<file path="src/rtl/uart_tx_mmio.sv">
// Memory-mapped 8N1 UART transmitter on the core data bus.
// Software pushes bytes through TXDATA into a circular FIFO, and a shifter
// FSM serialises them LSB first, running frames back to back.
// Bus reads are combinational so the MEM stage sees them in the same cycle.
module uart_tx_mmio #(
  parameter logic [31:0] BASE_ADDR   = 32'h1000_0000,
  parameter int unsigned FIFO_DEPTH  = 8,
  parameter logic [15:0] DEFAULT_DIV = 16'd868
) (
  input  logic        clk,
  input  logic        reset,
  input  logic [31:0] bus_addr,
  input  logic [31:0] bus_wdata,
  input  logic        bus_we,
  output logic [31:0] bus_rdata,
  output logic        hit,
  output logic        tx,
  output logic        irq
);

  localparam int unsigned PW = $clog2(FIFO_DEPTH);
  localparam int unsigned CW = PW + 1;

  typedef enum logic [1:0] {
    IDLE,
    START,
    DATA,
    STOP
  } state_t;

  // FIFO storage and bookkeeping
  logic [7:0]    mem [FIFO_DEPTH];
  logic [PW-1:0] wr_ptr;
  logic [PW-1:0] rd_ptr;
  logic [CW-1:0] count;
  logic          full;
  logic          empty;
  logic          push;
  logic          pop;

  // Control / status registers
  logic [15:0]   div;
  logic          irq_en;
  logic          overflow;
  logic          wr;
  logic [1:0]    sel;

  // Shifter state
  state_t        state;
  logic [7:0]    shift;
  logic [2:0]    bit_idx;
  logic [15:0]   baud_cnt;
  logic [15:0]   frame_div;
  logic          baud_end;
  logic          busy;
  logic [31:0]   status;

  logic          unused_bits;
  assign unused_bits = ^{bus_addr[1:0], bus_wdata[31:17]};

  assign hit   = (bus_addr[31:4] == BASE_ADDR[31:4]);
  assign wr    = hit & bus_we;
  assign sel   = bus_addr[3:2];
  assign full  = (count == CW'(FIFO_DEPTH));
  assign empty = (count == '0);

  // Full is judged before any same-cycle pop, so a write into a full FIFO is
  // dropped even when the shifter frees a slot on that edge.
  assign push     = wr && (sel == 2'd0) && !full;
  assign baud_end = (baud_cnt == frame_div - 16'd1);
  assign pop      = !empty && ((state == IDLE) || ((state == STOP) && baud_end));
  assign busy     = (state != IDLE) || !empty;

  assign status = {19'b0, 5'(count), 4'b0, overflow, empty, full, busy};

  // Combinational register read mux
  always_comb begin
    bus_rdata = '0;
    if (hit) begin
      case (sel)
        2'd1:    bus_rdata = status;
        2'd2:    bus_rdata = {15'b0, irq_en, div};
        default: bus_rdata = '0;
      endcase
    end
  end

  // FIFO data array (no reset needed; occupancy is tracked by count)
  always_ff @(posedge clk) begin
    if (push) begin
      mem[wr_ptr] <= bus_wdata[7:0];
    end
  end

  // FIFO pointers and occupancy
  always_ff @(posedge clk or posedge reset) begin
    if (reset) begin
      wr_ptr <= '0;
      rd_ptr <= '0;
      count  <= '0;
    end else begin
      if (push) begin
        wr_ptr <= wr_ptr + PW'(1);
      end
      if (pop) begin
        rd_ptr <= rd_ptr + PW'(1);
      end
      case ({push, pop})
        2'b10:   count <= count + CW'(1);
        2'b01:   count <= count - CW'(1);
        default: count <= count;
      endcase
    end
  end

  // CTRL and sticky OVERFLOW register writes
  always_ff @(posedge clk or posedge reset) begin
    if (reset) begin
      div      <= DEFAULT_DIV;
      irq_en   <= 1'b0;
      overflow <= 1'b0;
    end else if (wr) begin
      case (sel)
        2'd0: begin
          if (full) begin
            overflow <= 1'b1;
          end
        end
        2'd2: begin
          div    <= (bus_wdata[15:0] == 16'd0) ? 16'd1 : bus_wdata[15:0];
          irq_en <= bus_wdata[16];
        end
        2'd3: begin
          if (bus_wdata[3]) begin
            overflow <= 1'b0;
          end
        end
        default: ;
      endcase
    end
  end

  // Idle interrupt, registered one clock behind its conditions
  always_ff @(posedge clk or posedge reset) begin
    if (reset) begin
      irq <= 1'b0;
    end else begin
      irq <= irq_en && empty && (state == IDLE);
    end
  end

  // Shifter FSM; tx is registered from the current state, one clock behind it
  always_ff @(posedge clk or posedge reset) begin
    if (reset) begin
      state     <= IDLE;
      shift     <= '0;
      bit_idx   <= '0;
      baud_cnt  <= '0;
      frame_div <= 16'd1;
      tx        <= 1'b1;
    end else begin
      case (state)
        IDLE: begin
          tx <= 1'b1;
          if (pop) begin
            shift     <= mem[rd_ptr];
            frame_div <= div;
            baud_cnt  <= '0;
            state     <= START;
          end
        end
        START: begin
          tx <= 1'b0;
          if (baud_end) begin
            baud_cnt <= '0;
            bit_idx  <= '0;
            state    <= DATA;
          end else begin
            baud_cnt <= baud_cnt + 16'd1;
          end
        end
        DATA: begin
          tx <= shift[0];
          if (baud_end) begin
            baud_cnt <= '0;
            shift    <= {1'b0, shift[7:1]};
            if (bit_idx == 3'd7) begin
              state <= STOP;
            end else begin
              bit_idx <= bit_idx + 3'd1;
            end
          end else begin
            baud_cnt <= baud_cnt + 16'd1;
          end
        end
        STOP: begin
          tx <= 1'b1;
          if (baud_end) begin
            baud_cnt <= '0;
            if (pop) begin
              shift     <= mem[rd_ptr];
              frame_div <= div;
              state     <= START;
            end else begin
              state <= IDLE;
            end
          end else begin
            baud_cnt <= baud_cnt + 16'd1;
          end
        end
        default: begin
          tx    <= 1'b1;
          state <= IDLE;
        end
      endcase
    end
  end

endmodule

</file>
<file path="config.mk">
export PLATFORM = sky130hd
export DESIGN_NAME = uart_tx_mmio
export DESIGN_NICKNAME = d
export VERILOG_FILES = /design/src/rtl/uart_tx_mmio.sv
export SDC_FILE = /design/constraint.sdc
export NUM_CORES = 1
export LEC_CHECK = 0
export BUFFER_PORTS_ARGS = -buffer_cell sky130_fd_sc_hd__buf_2
export CAP_MARGIN = 10
export CELL_PAD_IN_SITES_DETAIL_PLACEMENT = 1
export CELL_PAD_IN_SITES_GLOBAL_PLACEMENT = 1
export CORE_ASPECT_RATIO = 0.6
export CORE_MARGIN = 5
export CORE_UTILIZATION = 46
export DETAILED_ROUTE_END_ITERATION = 8
export HOLD_SLACK_MARGIN = 0.12
export PLACE_DENSITY = 0.84
export SYNTH_ARGS = -nofsm -noshare
export SYNTH_HDL_FRONTEND = slang
export SYNTH_SLANG_ARGS = --single-unit
</file>
<file path="constraint.sdc">
create_clock -name clk -period 4.6 [get_ports clk]
set_clock_uncertainty 0.15 [all_clocks]
set_input_delay 0.23 -clock clk [delete_from_list [all_inputs] [get_ports clk]]
set_output_delay 0.23 -clock clk [all_outputs]
set_load 0.02 [all_outputs]
</file>
==> results of run 1 <==
where the power goes:
group	total (mW)	switching [mW]	leakage, nW	internal, mW
registers	1.39	0.0727	1.55	1.32
clock network	1.41	0.602	0.300	0.809
logic	0.289	0.137	1.63	0.152
area by class of cell:
class / instances / share of cell area (%)
repair buffers: 98 / 7.51
flip-flops and latches: 139 / 46.4
multi-input cells: 367 / 35.1
clock inverters: 12 / 1.33
inverters: 12 / 0.549
clock buffers: 20 / 6.10
well taps: 198 / 3.02
per-stage QoR:
| stage | instances | instance area (µm²) | power [mW] |
|---|---|---|---|
| 6_report | 846 | 8200 | 3.09 |
| 3_5_place_dp | 793 | 7380 | 1.69 |
| 5_1_grt | 846 | 8200 | 3.20 |
| 3_3_place_gp | 793 | 7380 | 1.65 |
| 4_1_cts | 846 | 8200 | 3.10 |
| 2_1_floorplan | 556 | 6940 | 1.58 |
cell families after synthesis:
family                   count (synthesis)
AO/OA/AOI/OAI                           82
other                                    1
XOR/XNOR                                28
flip-flops                             139
multiplexers                            68
buffers and inverters                   50
adder cells (fa/ha/maj)                 18
AND/OR/NAND/NOR                        156
worst min path at each step:
stage	end	depth (start not counted)	slack (ps)	startpoint
finish	wr_ptr[0]	3	190	bus_we
global route	wr_ptr[0]	3	210	bus_we
CTS	wr_ptr[0]	3	170	bus_we
detailed placement	baud_cnt[9]	2	240	reset
global placement	baud_cnt[7]	2	220	reset
floorplan	mem[0][0]	0	180	bus_wdata[0]
per-layer routing:
layer  vias to the layer above  wire length (µm)  track usage, %
li1                       2198                 -               -
met1                      2555              8730            32.1
met2                       203              9560            36.8
met3                        29              1340            5.62
met4                         2               279            6.83
met5                         -                13               0
registers in the layout (all words and copies together), names as in the netlist:
register	flops
baud_cnt	16
irq	1
wr_ptr	3
frame_div	16
div	16
overflow	1
state	2
rd_ptr	3
count	4
mem	64
bit_idx	3
tx	1
shift	8
irq_en	1
cell usage in the layout, fill, tap and decap left out, types with 4 or more instances in the layout:
master,instances
sky130_fd_sc_hd__clkbuf_16,20
sky130_fd_sc_hd__edfxtp_1,64
sky130_fd_sc_hd__dfrtp_1,68
sky130_fd_sc_hd__inv_6,5
sky130_fd_sc_hd__o21ai_0,20
sky130_fd_sc_hd__xnor2_1,18
sky130_fd_sc_hd__a31oi_1,12
sky130_fd_sc_hd__nand3_1,7
sky130_fd_sc_hd__and3_1,21
sky130_fd_sc_hd__mux2_2,32
sky130_fd_sc_hd__dlygate4sd3_1,21
sky130_fd_sc_hd__ha_1,17
sky130_fd_sc_hd__nor2_1,29
sky130_fd_sc_hd__nor4_1,14
sky130_fd_sc_hd__buf_2,69
sky130_fd_sc_hd__nor3_1,9
sky130_fd_sc_hd__nand2b_1,5
sky130_fd_sc_hd__nand2_1,34
sky130_fd_sc_hd__a22oi_1,8
sky130_fd_sc_hd__mux2_4,10
sky130_fd_sc_hd__mux4_2,16
sky130_fd_sc_hd__nand4_1,4
sky130_fd_sc_hd__conb_1,15
sky130_fd_sc_hd__inv_1,11
sky130_fd_sc_hd__nor3b_1,5
sky130_fd_sc_hd__or3_1,8
sky130_fd_sc_hd__mux2i_1,10
sky130_fd_sc_hd__a21oi_1,19
sky130_fd_sc_hd__dfstp_2,7
sky130_fd_sc_hd__xor2_1,10
sky130_fd_sc_hd__buf_4,8
critical path: cells and delay by family, from the launching register on:
family                     cells  cell delay (ps)
and+or+nand+nor                5             1660
AOI/OAI and AO/OA              5              920
adders and majority gates      2              550
DFF                            1              490
xor gates and xnor gates       2              290
==> impl.org, run 1 <==
** Setup path
- Crit. Startpoint :: frame_div[11]
- The largest individual stage delay along the critical path comes from the cell sky130_fd_sc_hd__or4_1.
- Depth of the worst register-to-register path :: 14
- STA classifies the critical path startpoint as a flop.
- Crit Path Category :: reg -> reg
- Data arrival at the endpoint of the critical path :: 4360 ps
- Largest stage delay on the critical path :: 560 ps
- Worst-case register-to-register setup slack :: between 400 and 500 ps
- In this run the worst setup path terminates at count[3].
- Of all nets on the critical path, the largest fanout is 6.
- The signal on the critical path passes through or4_1, or3_1, a211oi_2, o221ai_1, nor4b_2, a21oi_1, nor2_1, ha_1, ha_1, a21o_1, a21oi_1, xnor2_1, nor2_1, xor2_1.
- STA classifies the critical path endpoint as a flop.
- The endpoint identified for the worst register-to-register timing path is count[3].
- The startpoint identified for the worst register-to-register timing path is frame_div[11].
- Required time worst endpoint :: around 4800 ps

** STA
- Total Negative Setup Slacks :: 0 ps
- The number of pins with negative max-slew slack in the final report is 0.
- The final-report hold violation count is 0.
- The worst path uses around nine tenths of the clock period.
- Slew of the pin with the lowest slew margin :: between 1000 and 1500 ps
- Setup ws final :: 410 ps
- Counting I/O delays and the setup requirement, the final critical path takes 4190 ps.
- Final hold analysis gives a worst-case slack of 192 ps.
- Setup repair after global routing left no endpoint under its margin.
- Worst slew margin relative to its limit :: about 27%
- Highest Clock Rate :: 239 MHz
- Setup violations remaining at the end of the flow were counted as 0.

** Final layout
- Relative to the synthesized area, the layout overhead comes to 19.0%.
- Summing all flip-flop and latch instances after layout gives roughly 3800 µm².
- Once layout is complete, the utilization of the core stands at approximately 56%.
- Final layout net count :: just over 700
- FILL cells :: around 1500
- Number of inserted diodes :: 0
- Summing all multi-input logic gate instances after layout gives approximately 2900 µm².
- Of the cells placed in the final design, the portion with a size suffix greater than 1 is about 28%.

** Power and ir drop
- Worst vdd ir :: between 0.0002 and 0.00025 V
- Power spread over the standard cell area amounts to around 380 nW/µm².
- Summed over all cells, the static leakage comes to approximately 3.5 nW.

** Synthesis
- Area share of xor/xnor cells in the synthesized design :: 3.56%
- Yosys printed 0 warnings.
- Of the post-synthesis cell area, the dominant cell type holds 27.9%.
- Sequential cells were found to cover a little under three fifths of the synthesized design area.
- Post-synthesis instance area :: slightly below 7000 µm²
- Counting distinct cell types in the post-synthesis netlist gives a little over 60.
- Top_reg_cell synth :: sky130_fd_sc_hd__dfrtp_1
- Of the total synthesized cell area, the portion taken by AND, OR, NAND and NOR gates is 12.2%.
- The synthesized design contains 64 enable-type register cells.
- Cells taking the most area after synthesis :: sky130_fd_sc_hd__edfxtp_1, sky130_fd_sc_hd__dfrtp_1, sky130_fd_sc_hd__mux2_2
- Of the post-synthesis cell area, the part taken by muxes is between 10 and 15%.
- The largest total area in the synthesized netlist belongs to sky130_fd_sc_hd__edfxtp_1.
- Dividing the synthesized area by the synthesized cell count gives approximately 13 µm².
- Post-synthesis adder-cell area fraction :: under 10%
- In the synthesized netlist the async set-or-reset flop fraction comes to a little over half.
- sky130_fd_sc_hd__dfrtp_1 is the most common cell in the netlist.
- Synthesis handed over a netlist of 542 instances.
- After synthesis, the largest family of logic cells by area is multiplexers.
- Counting flops and latches in the post-synthesis netlist gives about 140.
- Post-synthesis compound-gate area fraction :: 7.66%
- Top cells by instance count after synthesis :: sky130_fd_sc_hd__dfrtp_1, sky130_fd_sc_hd__edfxtp_1, sky130_fd_sc_hd__nand2_1

** Placement
- At the end of routability-driven placement, the weighted congestion stood at slightly above 0.8.
- Detailed placement HPWL :: about 13000 µm
- Worst setup slack after placement :: 482 ps
- In this run the tool buffered the top-level ports with 69 buffer cells.

** Die
- The die covers 17600 µm².
- Core area :: between 10000 and 15000 µm²
- The die is 168 µm wide.
- Die Span Y :: ~100 µm
- For this design the top-level I/O count stands at 102.
- FP Rows :: 34
- Effective utilization at floorplan :: between 40% and 50%

** Routing
- Dividing the detail-routed via count by the number of cells gives between 5 and 6.
- Drc violations :: 0
- The detail route stage leaves a number of antenna-violating nets equal to 0.
- Final Routed Wirelength :: ~20000 µm
- Before antenna repair, the detailed router went through 4 iterations.
- Across all layers, the routed design uses 4987 vias.
- Per-cell routed wire length :: roughly 24 µm
- Violation count after the first detailed-route iteration :: 319

** Flow run
- Max-cap violations in this run came to 0.

** Status
- Result of the run :: finished clean

** Worst hold path
- The min-delay analysis places its worst path in the category in -> reg.

** CTS
- Clock transition time at the flip-flop clock pins of the worst setup and hold paths :: approximately 70 ps
- The number of clock buffers added by TritonCTS is 17.
- Once the clock tree was built, the resizer swapped 0 gates to a different size.
- The clock passes through at most 2 buffers.
- Clock tree from TritonCTS :: yes
- After clock tree synthesis, the setup repair step added 0 buffers.
- The tree is rooted in a sky130_fd_sc_hd__clkbuf_16.
- Worst-Skew Late Latency :: roughly 430 ps
- For this design, the CTS-stage hold fixing added 21 buffers.
- The clock drives approximately 140 sinks.
- The H-tree was split into 4 levels.

** Global routing
- Global routing consumed, over all layers together, 23.2% of the routing resources.
- Overflow left after global routing :: 0
- Entering global routing, the biggest net connects 44 pins.
- Antenna violations before repair :: 1
- The first global-routing pass estimated 31300 µm of wire.
- The via count of the first global-routing pass was 5335.
Power figures use the tool's default switching activity.
==> inputs of run 2 (changes only) <==
==> constraint.sdc (replaced) <==
create_clock -name clk -period 4.6 [get_ports clk]
set_clock_uncertainty 0.15 [all_clocks]
set_input_delay 0.46 -clock clk [delete_from_list [all_inputs] [get_ports clk]]
set_output_delay 0.46 -clock clk [all_outputs]
set_load 0.02 [all_outputs]
==> impl.org, run 2 (synthesis gave the netlist of run 1 again) <==
** Status
- The flow ran to the end, and the final reports show no timing, DRC or antenna violations.

** Final layout
- FILL cells :: approximately 1500
- Number of inserted diodes :: 0
- Ranked by flip-flop count, first place goes to mem.
- The library cell used most frequently in the layout, excluding fill and tap cells, is sky130_fd_sc_hd__buf_2.
- Max FFs per register :: between 60 and 70
- Synthesis-to-layout area growth :: 15.6%
- The finished layout holds between 800 and 900 standard cells, fillers aside.
- Final layout net count :: 700
- Post-route core utilization :: approximately 55%
- The library cells used most frequently in the layout, excluding fill and tap cells, are sky130_fd_sc_hd__buf_2, sky130_fd_sc_hd__dfrtp_1, sky130_fd_sc_hd__edfxtp_1.
- Proportion of layout cells with a drive suffix above 1 :: just under 30%

** Power and ir drop
- Power per cell area :: roughly 370 nW/µm²
- Worst vdd ir :: roughly 0.00026 V
- Cell leakage power :: roughly 3.4 nW

** STA
- Across all hold checks on the routed design, the worst slack comes to approximately 140 ps.
- Fin crit share :: 94.3%
- The number of pins with negative max-slew slack in the final report came to 0.
- Total Negative Setup Slacks :: 0 ps
- At the pin with the least slew margin, the transition time is 1110 ps.
- Setup violations remaining at the end of the flow were counted as 0.
- Worst slew margin relative to its limit :: 25.8%
- Setup repair after global routing missed its margin :: no
- Subtracting the final worst setup slack from the clock period gives between 4000 and 5000 ps.
- Final hold violation count :: 0
- Highest Clock Rate :: between 200 and 250 MHz

** Setup path
- Required time worst endpoint :: approximately 4800 ps
- For flop-to-flop paths, the worst setup slack is around 260 ps.
- The worst setup path is launched from a flop.
- The worst setup path is captured at a flop.
- Depth of the worst register-to-register path :: 15
- Crit. Startpoint :: frame_div[1]
- Data arrival at the endpoint of the critical path :: approximately 4500 ps
- Biggest fanout along the worst timing path :: 5
- By startpoint and endpoint, the worst setup path is classified as reg -> reg.
- The worst register-to-register path begins at frame_div[1].
- Worst flop-to-flop path endpoint :: count[3]
- Worst setup endpoint :: count[3]

** Routing
- The final layout contains routed wiring with a total length of ~18000 µm.
- Antenna violation net count after detailed routing :: 0
- Via/cell ratio :: between 5 and 6
- The first detailed-routing pass ran for 4 iterations.
- The routed layout has 4808 vias.
- Per-cell routed wire length :: 22.3 µm
- Drc violations :: 0
- Violation count after the first detailed-route iteration :: 322

** Global routing
- Largest net degree at the start of global routing :: 40
- The via count of the first global-routing pass is roughly 5200.
- Antenna violations before repair :: 0
- Overflow left after global routing :: 0
- The first global-routing pass estimated between 20000 and 30000 µm of wire.
- Global routing used between 20% and 30% of the available tracks.

** CTS
- Htree depth :: 4
- Setup fix buffers added after clock tree synthesis :: 0
- TritonCTS built the clock tree.
- The clock drives approximately 140 sinks.
- The later pin in the worst-skew pair is clocked with a latency of roughly 420 ps.
- CTS root buffer :: sky130_fd_sc_hd__clkbuf_16
- Deepest clock path buffer count :: 2
- After clock tree synthesis, the clock-pin slew on the worst setup and hold paths is 70 ps.
- Number of clock buffers inserted by TritonCTS :: 17

** Die
- Horizontal extent of the die :: roughly 170 µm
- For this configuration, the core starts out at a cell density of a little under half.
- For this design the top-level I/O count stands at 102.
- Area enclosed by the die boundary :: about 18000 µm²
- Die Span Y :: between 100 and 150 µm
- The core region is roughly 15000 µm².
- Row generation in the floorplan step produced 34 rows.

** Flow run
- Across the run, the number of max-cap violations was 0.

** Placement
- Gp weighted congestion :: a little over 0.8
- Post-placement cell count :: between 700 and 800
- Buffers placed on the I/O ports in this run total approximately 70.
- Detailed placement HPWL :: ~13000 µm

** Worst hold path
- Hold/Removal Path Class :: in -> reg
## run 2: cell types whose count changed in the layout (fill, tap and decap cells not counted)
| cell | change |
|---|---|
| sky130_fd_sc_hd__inv_6 | -1 |
| sky130_fd_sc_hd__clkinvlp_4 | -1 |
| sky130_fd_sc_hd__nor2_1 | -1 |
| sky130_fd_sc_hd__clkbuf_2 | +1 |
| sky130_fd_sc_hd__a2111oi_1 | +1 |
| sky130_fd_sc_hd__clkinv_4 | +3 |
| sky130_fd_sc_hd__nor2_2 | +1 |
| sky130_fd_sc_hd__clkbuf_16 | -2 |
| sky130_fd_sc_hd__a2111oi_0 | -1 |
| sky130_fd_sc_hd__dlygate4sd3_1 | -20 |
## run 2: worst min-delay path by stage
stage	start	end	slack [ps]	cells after the start
6_report	bus_wdata[16]	irq_en	140	2
5_1_grt	bus_wdata[16]	irq_en	130	2
4_1_cts	bus_wdata[16]	irq_en	130	2
3_5_place_dp	bit_idx[2]	bit_idx[2]	340	2
3_3_place_gp	bit_idx[1]	bit_idx[1]	320	2
2_1_floorplan	bit_idx[1]	bit_idx[1]	300	2
## run 2: power by group
group | total [mW] | switching, mW | internal, mW
sequential | 1.39 | 0.0750 | 1.32
clock | 1.31 | 0.568 | 0.746
combinational | 0.263 | 0.123 | 0.140
total | 2.97 | 0.766 | 2.20
## run 2: layout make-up
| cell class | count | area (µm²) | area share (%) |
|---|---|---|---|
| multi-input cells | 367 | 2880 | 36.1 |
| clock buffers | 19 | 455 | 5.71 |
| well taps | 198 | 248 | 3.11 |
| repair buffers | 78 | 415 | 5.21 |
| clock inverters | 13 | 119 | 1.49 |
| flip-flops and latches | 139 | 3810 | 47.8 |
| inverters | 12 | 45.0 | 0.565 |
## run 2: through the flow
step / setup WS, ps / power, mW / instance area [µm²]
after global placement: 586 / 1.65 / 7380
after detailed placement: 372 / 1.67 / 7380
final: 262 / 2.97 / 7970
after global routing: 36.5 / 3.08 / 7970
after floorplan: 839 / 1.58 / 6940
after CTS: 147 / 2.99 / 7970
## run 2: critical path, cell delays in order, from the launching register on
cell and delay (ps):
sky130_fd_sc_hd__dfrtp_1 450, sky130_fd_sc_hd__inv_1 100, sky130_fd_sc_hd__ha_1 300, sky130_fd_sc_hd__nor3b_1 540, sky130_fd_sc_hd__a22oi_1 190, sky130_fd_sc_hd__nand3b_1 220
sky130_fd_sc_hd__nor4b_2 380, sky130_fd_sc_hd__a21oi_1 160, sky130_fd_sc_hd__nor2_2 270, sky130_fd_sc_hd__ha_1 270, sky130_fd_sc_hd__ha_1 250, sky130_fd_sc_hd__a21o_1 190
sky130_fd_sc_hd__a21oi_1 220, sky130_fd_sc_hd__xnor2_1 130, sky130_fd_sc_hd__nor2_1 170, sky130_fd_sc_hd__xor2_1 230
## run 2: timing repair
item,CTS,global route
hold buffers,1,0
resized for setup,0,2
hold endpoints to repair,33,0
endpoints found under the setup margin,0,1
## run 2: metal layers
layer	track usage (%)	up-vias	share of wire, %
met5	0	-	0
met4	4.52	0	0.87
met3	4.79	15	6.1
met2	35.0	160	49
met1	29.3	2482	44
li1	-	2151	-
